<file path="src/rtl/countdown_timer_sync.sv">
// Button-driven mm:ss BCD countdown/stopwatch timer with an internal tick prescaler.
// Optional macro HOLD_REPEAT_EN adds auto-repeat on held ADD buttons while idle.
module countdown_timer_sync #(
  parameter int CLK_HZ     = 25175000,
  parameter int TICK_HZ    = 1,
  parameter int MIN_DIGITS = 2
) (
  input  logic                          MCLK,
  input  logic                          RESET,
  input  logic                          START_STOP_N,
  input  logic                          ADD_SEC_N,
  input  logic                          ADD_MIN_N,
  input  logic                          CLR_N,
  input  logic                          MODE_UP,
  output logic [4*(MIN_DIGITS+2)-1:0]   TIME_BCD,
  output logic                          RUNNING,
  output logic                          ALARM,
  output logic                          TICK
);

  localparam int ND   = MIN_DIGITS + 2;
  localparam int W    = 4 * ND;
  localparam int PDIV = CLK_HZ / TICK_HZ;
  localparam int PW   = (PDIV > 1) ? $clog2(PDIV) : 1;
  localparam logic [PW-1:0] PMAX = PW'(PDIV - 1);

  typedef enum logic [1:0] {IDLE, RUN, DONE} state_t;

  function automatic logic [W-1:0] maxValue();
    logic [W-1:0] v;
    v = '0;
    for (int i = 0; i < ND; i++) begin
      v[4*i +: 4] = (i == 1) ? 4'd5 : 4'd9;
    end
    return v;
  endfunction

  localparam logic [W-1:0] MAX_VAL = maxValue();

  // Ripple a +1/-1 through digits lo..hi only; digits outside the range never see the carry.
  function automatic logic [W-1:0] bcdStep(input logic [W-1:0] v, input logic up,
                                           input int lo, input int hi);
    logic [W-1:0] r;
    logic         c;
    logic [3:0]   d;
    logic [3:0]   lim;
    r = v;
    c = 1'b1;
    for (int i = 0; i < ND; i++) begin
      lim = (i == 1) ? 4'd5 : 4'd9;
      d   = v[4*i +: 4];
      if (c && (i >= lo) && (i <= hi)) begin
        if (up) begin
          if (d >= lim) begin
            d = 4'd0;
          end else begin
            d = d + 4'd1;
            c = 1'b0;
          end
        end else begin
          if (d == 4'd0) begin
            d = lim;
          end else begin
            d = d - 4'd1;
            c = 1'b0;
          end
        end
        r[4*i +: 4] = d;
      end
    end
    return r;
  endfunction

  state_t          state_q, state_d;
  logic [W-1:0]    time_q, time_d;
  logic [PW-1:0]   presc_q, presc_d;
  logic            mode_q, mode_d;
  logic            paused_q, paused_d;
  logic            tick_q, tick_d;
  logic            running_q, alarm_q;
  logic            startBtn_q, secBtn_q, minBtn_q, clrBtn_q;

  logic startEv, clrEv, secEdge, minEdge, secEv, minEv;

  assign startEv = startBtn_q & ~START_STOP_N;
  assign clrEv   = clrBtn_q   & ~CLR_N;
  assign secEdge = secBtn_q   & ~ADD_SEC_N;
  assign minEdge = minBtn_q   & ~ADD_MIN_N;

`ifdef HOLD_REPEAT_EN
  localparam int FIRST = (CLK_HZ / 2 > 0) ? CLK_HZ / 2 : 1;
  localparam int REP   = (CLK_HZ / 8 > 0) ? CLK_HZ / 8 : 1;
  localparam int HW    = $clog2(FIRST + 1);

  logic [HW-1:0] hold_q, hold_d;
  logic          addHeld, repeatPulse;

  // After FIRST held cycles fire, then reload so the next pulse comes REP cycles later.
  always_comb begin
    hold_d      = '0;
    repeatPulse = 1'b0;
    addHeld     = (~ADD_SEC_N | ~ADD_MIN_N) && (state_q == IDLE);
    if (addHeld) begin
      if (hold_q == HW'(FIRST - 1)) begin
        repeatPulse = 1'b1;
        hold_d      = HW'(FIRST - REP);
      end else begin
        hold_d = hold_q + 1'b1;
      end
    end
  end

  always_ff @(posedge MCLK) begin
    if (!RESET) hold_q <= '0;
    else        hold_q <= hold_d;
  end

  assign secEv = secEdge | (repeatPulse & ~ADD_SEC_N);
  assign minEv = minEdge | (repeatPulse & ~ADD_MIN_N);
`else
  assign secEv = secEdge;
  assign minEv = minEdge;
`endif

  always_comb begin
    state_d  = state_q;
    time_d   = time_q;
    presc_d  = presc_q;
    mode_d   = mode_q;
    paused_d = paused_q;
    tick_d   = 1'b0;
    case (state_q)
      IDLE: begin
        if (startEv) begin
          if (MODE_UP || (time_q != '0)) begin
            state_d  = RUN;
            mode_d   = MODE_UP;
            paused_d = 1'b0;
            // A resumed run keeps its partial period; a fresh start begins a full one.
            if (!paused_q) presc_d = '0;
          end
        end else if (clrEv) begin
          time_d   = '0;
          paused_d = 1'b0;
        end else begin
          if (secEv) time_d = bcdStep(time_d, 1'b1, 0, 1);
          if (minEv) time_d = bcdStep(time_d, 1'b1, 2, ND - 1);
          if (secEv || minEv) paused_d = 1'b0;
        end
      end
      RUN: begin
        if (tick_q && (time_q == (mode_q ? MAX_VAL : '0))) begin
          state_d  = DONE;
          paused_d = 1'b0;
        end else begin
          if (presc_q == PMAX) begin
            presc_d = '0;
            tick_d  = 1'b1;
            time_d  = bcdStep(time_q, mode_q, 0, ND - 1);
          end else begin
            presc_d = presc_q + 1'b1;
          end
          if (startEv) begin
            state_d  = IDLE;
            paused_d = 1'b1;
          end
        end
      end
      DONE: begin
        if (startEv || clrEv) state_d = IDLE;
        if (clrEv) time_d = '0;
      end
      default: state_d = IDLE;
    endcase
  end

  always_ff @(posedge MCLK) begin
    if (!RESET) begin
      state_q    <= IDLE;
      time_q     <= '0;
      presc_q    <= '0;
      mode_q     <= 1'b0;
      paused_q   <= 1'b0;
      tick_q     <= 1'b0;
      running_q  <= 1'b0;
      alarm_q    <= 1'b0;
      startBtn_q <= 1'b1;
      secBtn_q   <= 1'b1;
      minBtn_q   <= 1'b1;
      clrBtn_q   <= 1'b1;
    end else begin
      state_q    <= state_d;
      time_q     <= time_d;
      presc_q    <= presc_d;
      mode_q     <= mode_d;
      paused_q   <= paused_d;
      tick_q     <= tick_d;
      running_q  <= (state_d == RUN);
      alarm_q    <= (state_d == DONE);
      startBtn_q <= START_STOP_N;
      secBtn_q   <= ADD_SEC_N;
      minBtn_q   <= ADD_MIN_N;
      clrBtn_q   <= CLR_N;
    end
  end

  assign TIME_BCD = time_q;
  assign RUNNING  = running_q;
  assign ALARM    = alarm_q;
  assign TICK     = tick_q;

endmodule

</file>
<file path="config.mk">
export PLATFORM = sky130hd
export DESIGN_NAME = countdown_timer_sync
export DESIGN_NICKNAME = d
export VERILOG_FILES = /design/src/rtl/countdown_timer_sync.sv
export SDC_FILE = /design/constraint.sdc
export NUM_CORES = 1
export LEC_CHECK = 0
export BUFFER_PORTS_ARGS = -buffer_cell sky130_fd_sc_hd__buf_2
export CAP_MARGIN = 5
export CORE_MARGIN = 1
export CORE_UTILIZATION = 43
export CTS_CLUSTER_DIAMETER = 80
export CTS_CLUSTER_SIZE = 28
export DETAILED_ROUTE_END_ITERATION = 6
export GPL_TIMING_DRIVEN = 0
export MAX_ROUTING_LAYER = met4
export PLACE_DENSITY = 0.65
export SYNTH_ARGS = -nofsm -noshare
export SYNTH_HDL_FRONTEND = slang
export SYNTH_SLANG_ARGS = --single-unit
</file>
<file path="constraint.sdc">
create_clock -name MCLK -period 6.5 [get_ports MCLK]
set_clock_uncertainty 0.05 [all_clocks]
set_input_delay 1.3 -clock MCLK [delete_from_list [all_inputs] [get_ports MCLK]]
set_output_delay 1.3 -clock MCLK [all_outputs]
set_load 0.005 [all_outputs]
</file>
==> results.md <==
* Synthesized area at 3480 um^2
* TritonCTS clock tree: yes
* Power density cells at 222 nW/um^2
* Post-Layout Cell Count at 570
* Max IR drop VDD at 0.0884 mV
* Routed WL at 9.29 mm
* PostCTS Resize Cnt at 0
* Commonest non-fill, non-tap cell in the layout: dfxtp_1
* Max-slew violation count at 0
* Hold Path Origin: presc_q[1]
* Final setup vio count at 0
* Crit path DAT at 3200 ps
* Cell area after layout at 3820 um^2
* Core area at 7770 um^2
* Crit path from: CLR_N
* DR vias at 3540
* Register area at 1040 um^2
* Avg WL per Cell at 16.3 um
* Total gr overflow at 0
* Synth Flop Type: dfxtp_1
* Critical path class: input port to flip-flop
* Ports at 26
* Yosys cell types at 68
* CP endpoint kind: flip-flop
* Number of buffers created by CTS at 5
* 1st-iter DRT viols at 242
* Post-CTS Hold Buffers at 0
* Die H at 92.0 um
* Worst Hold End: presc_q[1]
* Root Driver: clkbuf_8
* Final ANT Viol Nets at 0
* H-Tree Level Count at 2
* Worst reg2reg path depth at 9
* Detail Placement HPWL at 6.75 mm
* Hold depth at 2
* Sequential fraction of the synthesis area at 29.9%
* Placed cell area at 3730 um^2
* Largest fanout on the critical path at 8
* Max-slew headroom at 52.2%
* MaxCap Viol Count at 0
* Seq cells post-synth at 52
* Die Wd at 92.0 um
* DRC violation count after routing at 0
* Post-Syn Nets at 461
* Worst r2r src: TIME_BCD[4]
* Tmin final at 3030 ps
* Status: complete, no violations
* Clk slew on worst S/H paths at 100 ps
* Overall global routing resource usage at 23.4%
* FP Rows at 32
* Placed Instances at 562
* Slew @ Worst Pin at 715 ps
* Pleak at 0.00140 uW
* RSZ-0062 raised after global routing: no
* Final hold violation count at 0
* Fmax at 0.330 GHz
* CTS sink cnt at 52
* Multi-input gate area at 2250 um^2
* YS warnings at 0
* Flop-to-flop setup slack at 3500 ps
* Setup TNS at 0 ps
* Crit share post-route at 46.6%
* Routability Congestion at 0.864
* Number of fill cells in the layout at 815
* Inserted Diodes at 0
* Vias per cell at 6.21
* Layout cell share with drive strength beyond 1 at 14.5%
* CP startpoint kind: input port
* Area grow syn2layout at 9.81%
* CP Data Required Time at 6670 ps
* Clock tree buffer depth at 2
* Worst min-delay path class: flip-flop to flip-flop
* Post-synth ARST share at 0%
* IO Port Bufs at 24
* Vias in the first global route at 3213
* Post-synth EDFFs at 0
* Worst-skew pair later-pin latency at 320 ps
* R2R Path End: presc_q[4]
* Initial Util at 44.8%
* Synth Area per Inst at 7.99 um^2
* Initial antenna violation count at 0
* NumNets Final at 492
* Commonest cells after routing, fill and taps aside: 52 x dfxtp_1, 38 x nand2_1, 36 x nor2_1
* Setup bufs post-CTS at 0
* Pin count of the biggest net entering global routing at 19
* Mapped Cells at 436
* First-pass GRT wire length at 15.6 mm
* TritonRoute pass-1 iters at 5
* Die area at 8460 um^2
## layout make-up
cell class,count,area share (%)
multi-input cells,342,58.7
flip-flops and latches,52,27.2
plain buffers,24,3.34
well taps,102,3.34
repair buffers,24,3.14
clock buffers,5,1.80
inverters,18,1.77
clock inverters,3,0.654
## stage by stage
| step | setup slack, ps | hold WS, ps | util [%] | power [uW] |
|---|---|---|---|---|
| after global placement | 3130 | 405 | 48.0 | 639 |
| after CTS | 3480 | 439 | 49.2 | 848 |
| after detailed placement | 3140 | 423 | 48.0 | 644 |
| after global routing | 3190 | 484 | 49.2 | 902 |
| final | 3470 | 439 | 49.2 | 848 |
| after floorplan | 3440 | 398 | - | 567 |
## how the worst max path moves through the flow
stage | endpoint | slack [ps]
global placement | TIME_BCD[0] | 3130
CTS | presc_q[4] | 3480
floorplan | presc_q[4] | 3440
finish | TIME_BCD[0] | 3470
global route | TIME_BCD[2] | 3190
detailed placement | presc_q[4] | 3140
## Yosys cell counts, types with 4 or more instances
cell,count,area (um^2)
dfxtp_1,52,1040
nand2_1,38,143
nor2_1,36,135
a21oi_1,27,135
nand3_1,19,95.1
ha_1,18,225
inv_1,18,67.6
nor3_1,17,85.1
o21ai_0,17,85.1
nor4_1,16,100
xnor2_1,13,114
a31oi_1,11,68.8
clkbuf_1,11,41.3
nand4_1,10,62.6
nand2b_1,9,56.3
o31ai_1,9,67.6
buf_4,6,45.0
a311oi_1,5,43.8
nor3b_1,5,37.5
o211ai_1,5,37.5
a22oi_1,4,30.0
a32o_1,4,40.0
and3_1,4,25.0
buf_2,4,20.0
o221ai_1,4,35.0
or2_2,4,25.0
or3_1,4,25.0
## where the power goes
| part | internal, uW | switching, uW |
|---|---|---|
| clock | 79.0 | 126 |
| combinational | 105 | 186 |
| sequential | 334 | 18.7 |
| total | 517 | 331 |
## per-layer routing
layer	vias to the layer above	GRT usage [%]	part of all wire, %
met2	130	34.6	44
li1	1700	-	-
met4	0	7.29	1.6
met1	1690	32.7	49
met3	20	3.57	5.9
met5	-	-	0
## cell families after synthesis
logic type,Yosys count,synth area share [%]
mux,4,1.19
simple gates,190,29.6
compound gates,117,24.0
flops,52,29.9
xor+xnor,13,3.27
buf+inv,42,5.61
fa+ha+maj,18,6.47
## flip-flops by register name (all words and copies together), names as in the netlist
signal and flops:
presc_q 25, clrBtn_q 1, TICK 1, minBtn_q 1, TIME_BCD 16, startBtn_q 1, state_q 2, ALARM 1
mode_q 1, paused_q 1, RUNNING 1, secBtn_q 1
## worst max-delay path, cell delays in order
cell	delay (ps)
buf_2	110
nand2b_1	180
a221oi_1	410
a21bo_2	270
a21oi_1	450
o21ai_0	180
a32o_1	290
Note: power is estimated with default switching activity, not from simulation.
